==> src/rtl/wb_port_arbiter.sv <==
// Arbitrates the single register-file write port between the in-order pipeline (A)
// and a buffered long-latency result stream (B), with starvation and hazard protection.
module wb_port_arbiter #(
    parameter int ADDR_W     = 4,
    parameter int DATA_W     = 16,
    parameter int FIFO_DEPTH = 2,
    parameter int MAX_WAIT   = 4
) (
    input  logic                            clk,
    input  logic                            rst,
    input  logic                            a_valid,
    input  logic [ADDR_W-1:0]               a_addr,
    input  logic [DATA_W-1:0]               a_data,
    output logic                            a_ready,
    input  logic                            b_valid,
    input  logic [ADDR_W-1:0]               b_addr,
    input  logic [DATA_W-1:0]               b_data,
    output logic                            b_ready,
    output logic                            wr_en,
    output logic [ADDR_W-1:0]               wr_addr,
    output logic [DATA_W-1:0]               wr_data,
    output logic                            b_pending,
    output logic [$clog2(FIFO_DEPTH):0]     b_count
);

    localparam int PTR_W  = $clog2(FIFO_DEPTH);
    localparam int CNT_W  = PTR_W + 1;
    localparam int WAIT_W = $clog2(MAX_WAIT + 1);

    logic [ADDR_W-1:0] fifo_addr_q [FIFO_DEPTH];
    logic [DATA_W-1:0] fifo_data_q [FIFO_DEPTH];

    logic [PTR_W-1:0]  head_q, head_d;
    logic [PTR_W-1:0]  tail_q, tail_d;
    logic [CNT_W-1:0]  count_q, count_d;
    logic [WAIT_W-1:0] wait_q, wait_d;

    logic              wr_en_q, wr_en_d;
    logic [ADDR_W-1:0] wr_addr_q, wr_addr_d;
    logic [DATA_W-1:0] wr_data_q, wr_data_d;

    logic fifo_empty;
    logic fifo_full;
    logic addr_match;
    logic grant_a;
    logic grant_b;
    logic push;
    logic pop;

    assign fifo_empty = (count_q == '0);
    assign fifo_full  = (count_q == CNT_W'(FIFO_DEPTH));

    // Any occupied slot holding A's destination forces B to drain first,
    // so the younger A value is the one that lands last.
    always_comb begin
        addr_match = 1'b0;
        for (int i = 0; i < FIFO_DEPTH; i++) begin
            if ((CNT_W'(i) < count_q) &&
                (fifo_addr_q[head_q + PTR_W'(i)] == a_addr)) begin
                addr_match = 1'b1;
            end
        end
    end

    always_comb begin
        grant_b = 1'b0;
        if (!fifo_empty) begin
            grant_b = (wait_q == WAIT_W'(MAX_WAIT)) || !a_valid || addr_match;
        end
        grant_a = a_valid && !grant_b;
    end

    assign a_ready = grant_a;
    assign b_ready = !fifo_full;

    // A full FIFO refuses a push even when it pops the same cycle.
    assign push = b_valid && !fifo_full;
    assign pop  = grant_b;

    always_comb begin
        head_d  = head_q + PTR_W'(pop);
        tail_d  = tail_q + PTR_W'(push);
        count_d = count_q + CNT_W'(push) - CNT_W'(pop);
    end

    always_comb begin
        wait_d = wait_q;
        if (fifo_empty || grant_b) begin
            wait_d = '0;
        end else if (wait_q != WAIT_W'(MAX_WAIT)) begin
            wait_d = wait_q + WAIT_W'(1);
        end
    end

    // Address/data hold their last value when nothing is granted.
    always_comb begin
        wr_en_d   = grant_a || grant_b;
        wr_addr_d = wr_addr_q;
        wr_data_d = wr_data_q;
        if (grant_b) begin
            wr_addr_d = fifo_addr_q[head_q];
            wr_data_d = fifo_data_q[head_q];
        end else if (grant_a) begin
            wr_addr_d = a_addr;
            wr_data_d = a_data;
        end
    end

    always_ff @(posedge clk) begin
        if (push) begin
            fifo_addr_q[tail_q] <= b_addr;
            fifo_data_q[tail_q] <= b_data;
        end
    end

    always_ff @(posedge clk or posedge rst) begin
        if (rst) begin
            head_q    <= '0;
            tail_q    <= '0;
            count_q   <= '0;
            wait_q    <= '0;
            wr_en_q   <= 1'b0;
            wr_addr_q <= '0;
            wr_data_q <= '0;
        end else begin
            head_q    <= head_d;
            tail_q    <= tail_d;
            count_q   <= count_d;
            wait_q    <= wait_d;
            wr_en_q   <= wr_en_d;
            wr_addr_q <= wr_addr_d;
            wr_data_q <= wr_data_d;
        end
    end

    assign wr_en     = wr_en_q;
    assign wr_addr   = wr_addr_q;
    assign wr_data   = wr_data_q;
    assign b_count   = count_q;
    assign b_pending = !fifo_empty;

endmodule

==> config.mk <==
export PLATFORM = sky130hd
export DESIGN_NAME = wb_port_arbiter
export DESIGN_NICKNAME = d
export VERILOG_FILES = /design/src/rtl/wb_port_arbiter.sv
export SDC_FILE = /design/constraint.sdc
export NUM_CORES = 1
export LEC_CHECK = 0
export ABC_AREA = 1
export CAP_MARGIN = 20
export CORE_AREA = 2 2 86 88
export CTS_CLUSTER_DIAMETER = 150
export CTS_CLUSTER_SIZE = 12
export DETAILED_ROUTE_END_ITERATION = 6
export DIE_AREA = 0 0 88 90
export PLACE_DENSITY = 0.75
export SLEW_MARGIN = 20
export SYNTH_ARGS = -nofsm -noshare
export SYNTH_HDL_FRONTEND = slang
export SYNTH_SLANG_ARGS = --single-unit
==> constraint.sdc <==
create_clock -name clk -period 1.9 [get_ports clk]
set_clock_uncertainty 0.15 [all_clocks]
set_input_delay 0.19 -clock clk [delete_from_list [all_inputs] [get_ports clk]]
set_output_delay 0.19 -clock clk [all_outputs]
set_load 0.01 [all_outputs]
* Yosys cells after proc, flatten, opt, wreduce, memory -nomap -nowiden
Memory sizes are Yosys's and may differ from the RTL's. Cells that the tools add are included.
Word-level totals: input bits 44, word-level logic and storage cells 48, memories 2, bits in registers 28, memory bits (writable) 40, output and inout port bits 26
Operators by class: reductions and logical operators 15, $add $sub $neg 6, order comparisons 2, muxes and demuxes 11, equality and inequality tests 5
Memories:
- fifo_data_q | words 2, bits a word 16, read ports 1, clocked after Yosys merged registers in 0, wr ports 1, RTL line 31 | logic [DATA_W-1:0] fifo_data_q [FIFO_DEPTH];
- fifo_addr_q | words 2, bits a word 4, read ports 2, clocked after Yosys merged registers in 0, wr ports 1, RTL line 30 | logic [ADDR_W-1:0] fifo_addr_q [FIFO_DEPTH];
Operator list (count):
- $mux W16 | 2
- $eq A4 B4 Y1 | 2
- $mux W4 | 2
- $mux W3 | 2
- $mux W1 | 5
- $logic_and A1 B1 Y1 | 4
- $logic_not A1 Y1 | 4
- $logic_or A1 B1 Y1 | 4
- $lt A1 B2 Y1 const A | 2
- $reduce_bool A2 Y1 | 2
- $add A3 B1 Y3 const B | 1
- $eq A3 B3 Y1 const B | 1
- $ne A3 B3 Y1 const B | 1
- $add A1 B1 Y1 | 2
- $add A2 B1 Y2 | 1
- $eq A2 B2 Y1 const B | 1
- $logic_not A2 Y1 | 1
- $sub A2 B1 Y2 | 1
- $add A1 B1 Y1 const B | 1

* Depth between registers and ports, before layout
An unclocked memory read counts as a cell.
depth in word-level cells 11, mapped depth 14, gate-level depth less buffers 14

* Worst setup path before layout
No wires, ideal clock.
path kind register to register, start point register count_q[1], in the netlist b_count[1], end point register count_q[1], in the netlist b_count[1], cell stages (with the launch flop) 13, data arrival time 1.869 ns, path buffers 1, data required time 1.627 ns, slack -0.241 ns, setup time 0.123 ns, period minus slack after synthesis 2.141 ns, path through dfrtp_1 > or2_0 > buf_2 > nand2_1 > nor2_1 > nand3_2 > nand3_2 > nand2_2 > inv_2 > ha_1 > inv_1 > ha_1 > xnor2_1
Between the ends: cells in the longest elaborated chain, start to end 7, elaborated cells between the ends (all ways) 14, those cells by class add/sub: 2; order compare: 2; eq/ne: 1; mux: 3; reduce/logical: 6
RTL lines:
- start: declaration | RTL line 35 | logic [CNT_W-1:0] count_q, count_d;
- start signal: assignment | RTL line 128 | count_q <= count_d;
- $lt A1 B2 Y1 | RTL line 58 | if ((CNT_W'(i) < count_q) &&
- $logic_and A1 B1 Y1 | RTL line 58
- $mux W1 (2 in series) | RTL line 58
- $logic_or A1 B1 Y1 | RTL line 68 | grant_b = (wait_q == WAIT_W'(MAX_WAIT)) || !a_valid || addr_match;
- $mux W1 | RTL line 67 | if (!fifo_empty) begin
- $sub A2 B1 Y2 * | RTL line 83 | count_d = count_q + CNT_W'(push) - CNT_W'(pop);
- net count_d[1] | RTL line 35
Mark *: on every way through the listed nets, which the timed path passes. The rest lies on a longest branch. A chain may end at the register's enable or synchronous reset.

* Worst setup path in the final report
start point register head_q, end point output port a_ready
Between the ends: cells in the longest elaborated chain, start to end 9, elaborated cells between the ends (all ways) 12, those cells by class add/sub: 1; eq/ne: 2; mux: 3; reduce/logical: 5; memory: 1
RTL lines:
- start: declaration | RTL line 33 | logic [PTR_W-1:0] head_q, head_d;
- start signal: assignment | RTL line 118 | head_q <= '0;
- start signal: assignment | RTL line 126 | head_q <= head_d;
- $add A1 B1 Y1 / $mem_v2 Z2 W4 (equally long branches)
- $mem_v2 Z2 W4 *
- $eq A4 B4 Y1 / $logic_and A1 B1 Y1 (equally long branches) | RTL line 59, 58
- $logic_and A1 B1 Y1 / $mux W1 (equally long branches) | RTL line 58
- $mux W1 * | RTL line 58
- $logic_or A1 B1 Y1 * | RTL line 68
- $mux W1 * | RTL line 67
- $logic_not A1 Y1 * | RTL line 70 | grant_a = a_valid && !grant_b;
- $logic_and A1 B1 Y1 * | RTL line 70
- end: declaration | RTL line 14 | output logic a_ready,
Mark *: on every way between the ends. The rest lies on a longest branch, timed or not.

==> results.cfg <==
[status]
outcome = complete, but fails checks
violations = negative setup slack

[global_route]
grt.met2_usage = 0.280
gr-usage-met3 = 0.0312
grt_max_degree = 29
grt_first_pass_wirelength_um = 10900
grt-ovfl-total = 0
grt_usage = 0.181
busiest_layer = met2
grt_pass1_vias = 2289
use_met1 = 0.247
antenna_found_initial = 0

[floorplan]
start_util = 0.440
ios = 70
die_h_um = 90
dieArea_mm2 = 0.00792
num_rows = 31
core_area_mm2 = 0.00702
die_w_um = 88

[synth]
synth_area_mm2 = 0.00309
synth_compound_area_frac = 0.00486
yosys_register_bits = 68
ys_types = 23
yosys.area_share.adder = 0.0243
syn_inst = 318
synth_warnings = 0
ys_seq_area_frac = 0.616
synth_xor_area_frac = 0.0113
synth_top_family_by_area = simple AND/OR/NAND/NOR gates
syn_area_per_cell_um2 = 9.71
yosys.area_share.simple = 0.247
synth_fp_nets = 368
synthMuxAreaShare = 0.0292

[worst_setup_path]
cp_num_buf_inv = 3
crit_arrival_ns = 1.82
worstSetupPathType = flop to primary output
reg2reg_from = head_q$_DFF_PP0_
path_delay_family = simple AND/OR/NAND/NOR gates
crit_top_cell = nand2_1
max_stage_delay_ns = 0.47
r2r_cells = 13
critical_path_required_ns = 1.56
path_cells = buf_6 > nand2_1 > nand2_1 > nand2_1 > nand2_1 > nand3b_1 > nand3_4 > nand2_4 > inv_6 > nor2_2 > buf_2
crit_fanout = 6
crit_path_end_kind = primary output
regToRegSetupSlack_ns = -0.18
r2r-end = b_count[1]$_DFF_PP0_
cp_num_cells = 11
slowest_stage = dfrtp_2
critPathLaunchType = flop

[drt]
routed_wl_um = 6630
drtPass1Iterations = 5
routedWlPerCell_um = 12.9
post-route-drc-count = 0
antenna_left = 0
vias_per_cell = 4.59
vias = 2357
drt_iter0_drc = 127

[timing]
finalSetupTns_ns = -1.86
fin_ws_ns = -0.264
min_period_ns = 2.16
setup_viol_count_final = 24
drv_slew = 0
min_period_over_period = 1.14
hold_viol_final = 0
max_freq_mhz = 462
relSlewSlack = 0.554
rsz0062_at_grt = yes
tightest_slew_ns = 0.668

[clocking]
cts_hold_buf = 0
clkLatencyLatePin_ns = 0.33
clkSinkCount = 68
path_clk_slew_ns = 0.07
htree_levels = 3
root_buffer = clkbuf_8
cts_tree = built
cts_buffer_depth = 2
cts-buffers-inserted = 9

[place]
hpwl_um = 4790
place.gp.congestion = 0.880
port-buffer-count = 69

[min_path]
hold_path_class = input port to asynchronous set/reset pin

[final_layout]
syn2layout_area_growth_pct = 38.1
finish.utilization = 0.608
fill_cells = 592
final_common_cell = nand2_1
drive_above_1_share = 0.135
fin_nets = 460
layout_common_cells = nand2_1, clkdlybuf4s50_1, nand3_1
antennaDiodeCount = 0

[power_and_ir_drop]
power.leakage_nw = 1.93
power_density_mw_per_mm2 = 1460
peakVddDrop_uv = 595

[flow_run]
cap_violations = 0
-- cell usage after synthesis (all sizes together) --
cell | instances | area [um^2]
nand2 | 117 | 442
nand3 | 50 | 260
edfxtp | 40 | 1200
inv | 34 | 128
dfrtp | 28 | 701
buf | 11 | 73.8
nor2 | 11 | 41.3
mux2i | 9 | 90.1
ha | 6 | 75.1
xnor2 | 3 | 26.3
clkbuf | 2 | 7.51
o21ai | 2 | 10.0
a21oi | 1 | 5.00
nand3b | 1 | 7.51
nand4 | 1 | 6.26
or2 | 1 | 6.26
xor2 | 1 | 8.76
-- power breakdown --
| group | total (mW) | internal (mW) | switching (mW) |
|---|---|---|---|
| clock network | 1.01 | 0.468 | 0.539 |
| logic | 2.90 | 1.37 | 1.53 |
| registers | 2.33 | 2.10 | 0.231 |
-- how the worst max path moves through the flow --
stage / from / endpoint / slack, ns
final: head_q$_DFF_PP0_ / a_ready / -0.26
after global routing: head_q$_DFF_PP0_ / a_ready / -0.38
after CTS: head_q$_DFF_PP0_ / a_ready / -0.28
after detailed placement: a_addr[2] / a_ready / -0.38
after global placement: a_addr[2] / a_ready / -0.36
after floorplan: b_count[0]$_DFF_PP0_ / b_count[1]$_DFF_PP0_ / -0.15
-- kinds of logic (layout without fill, tap and decap cells) --
| family | Yosys count | after routing |
|---|---|---|
| AOI/OAI and AO/OA | 3 | 3 |
| xor gates and xnor gates | 4 | 4 |
| adders and majority gates | 6 | 6 |
| buffers and inverters | 47 | 144 |
| DFF | 68 | 68 |
| muxes | 9 | 9 |
| and+or+nand+nor | 181 | 181 |
-- metal layers --
layer  vias to the layer above  share of wire
met5                         -              0
met3                         8          0.037
met4                         0          0.015
met2                        56           0.49
met1                      1083           0.45
li1                       1210              -
-- per-stage QoR --
stage               cells  power, mW  worst slack, ns  hold WS (ns)  cell area, um^2
floorplan             318       3.96           -0.150         0.105             3130
global placement      496       5.10           -0.359         0.311             4050
detailed placement    496       5.18           -0.383         0.315             4050
CTS                   514       6.28           -0.276        0.0690             4260
global route          514       6.69           -0.380         0.117             4270
finish                514       6.24           -0.264        0.0720             4270
-- worst min-delay path, stage by stage --
cell,delay (ns)
clkdlybuf4s50_1,0.39
inv_1,0.05
buf_4,0.34
-- layout make-up --
class	instances	area (um^2)	area share
multi-input cells	203	1040	0.243
repair buffers	94	906	0.212
clock buffers	11	131	0.0308
inverters	34	135	0.0317
well taps	99	124	0.0290
flip-flops and latches	68	1900	0.446
clock inverters	5	30.0	0.00704
-- state kept, by name, indices dropped and copies added, names as in the netlist --
name         cells
fifo_data_q     32
fifo_addr_q      8
wait_q           3
head_q           1
wr_en            1
tail_q           1
b_count          2
wr_addr          4
wr_data         16
-- repair_timing --
action / CTS / global route
hold endpoints to repair: 0 / 0
setup endpoints to repair: 25 / 24
pin swaps: 9 / 0
setup buffers: 2 / 0
cloned: 1 / 0
resized for setup: 17 / 1
Note: power is estimated with default switching activity, not from simulation.
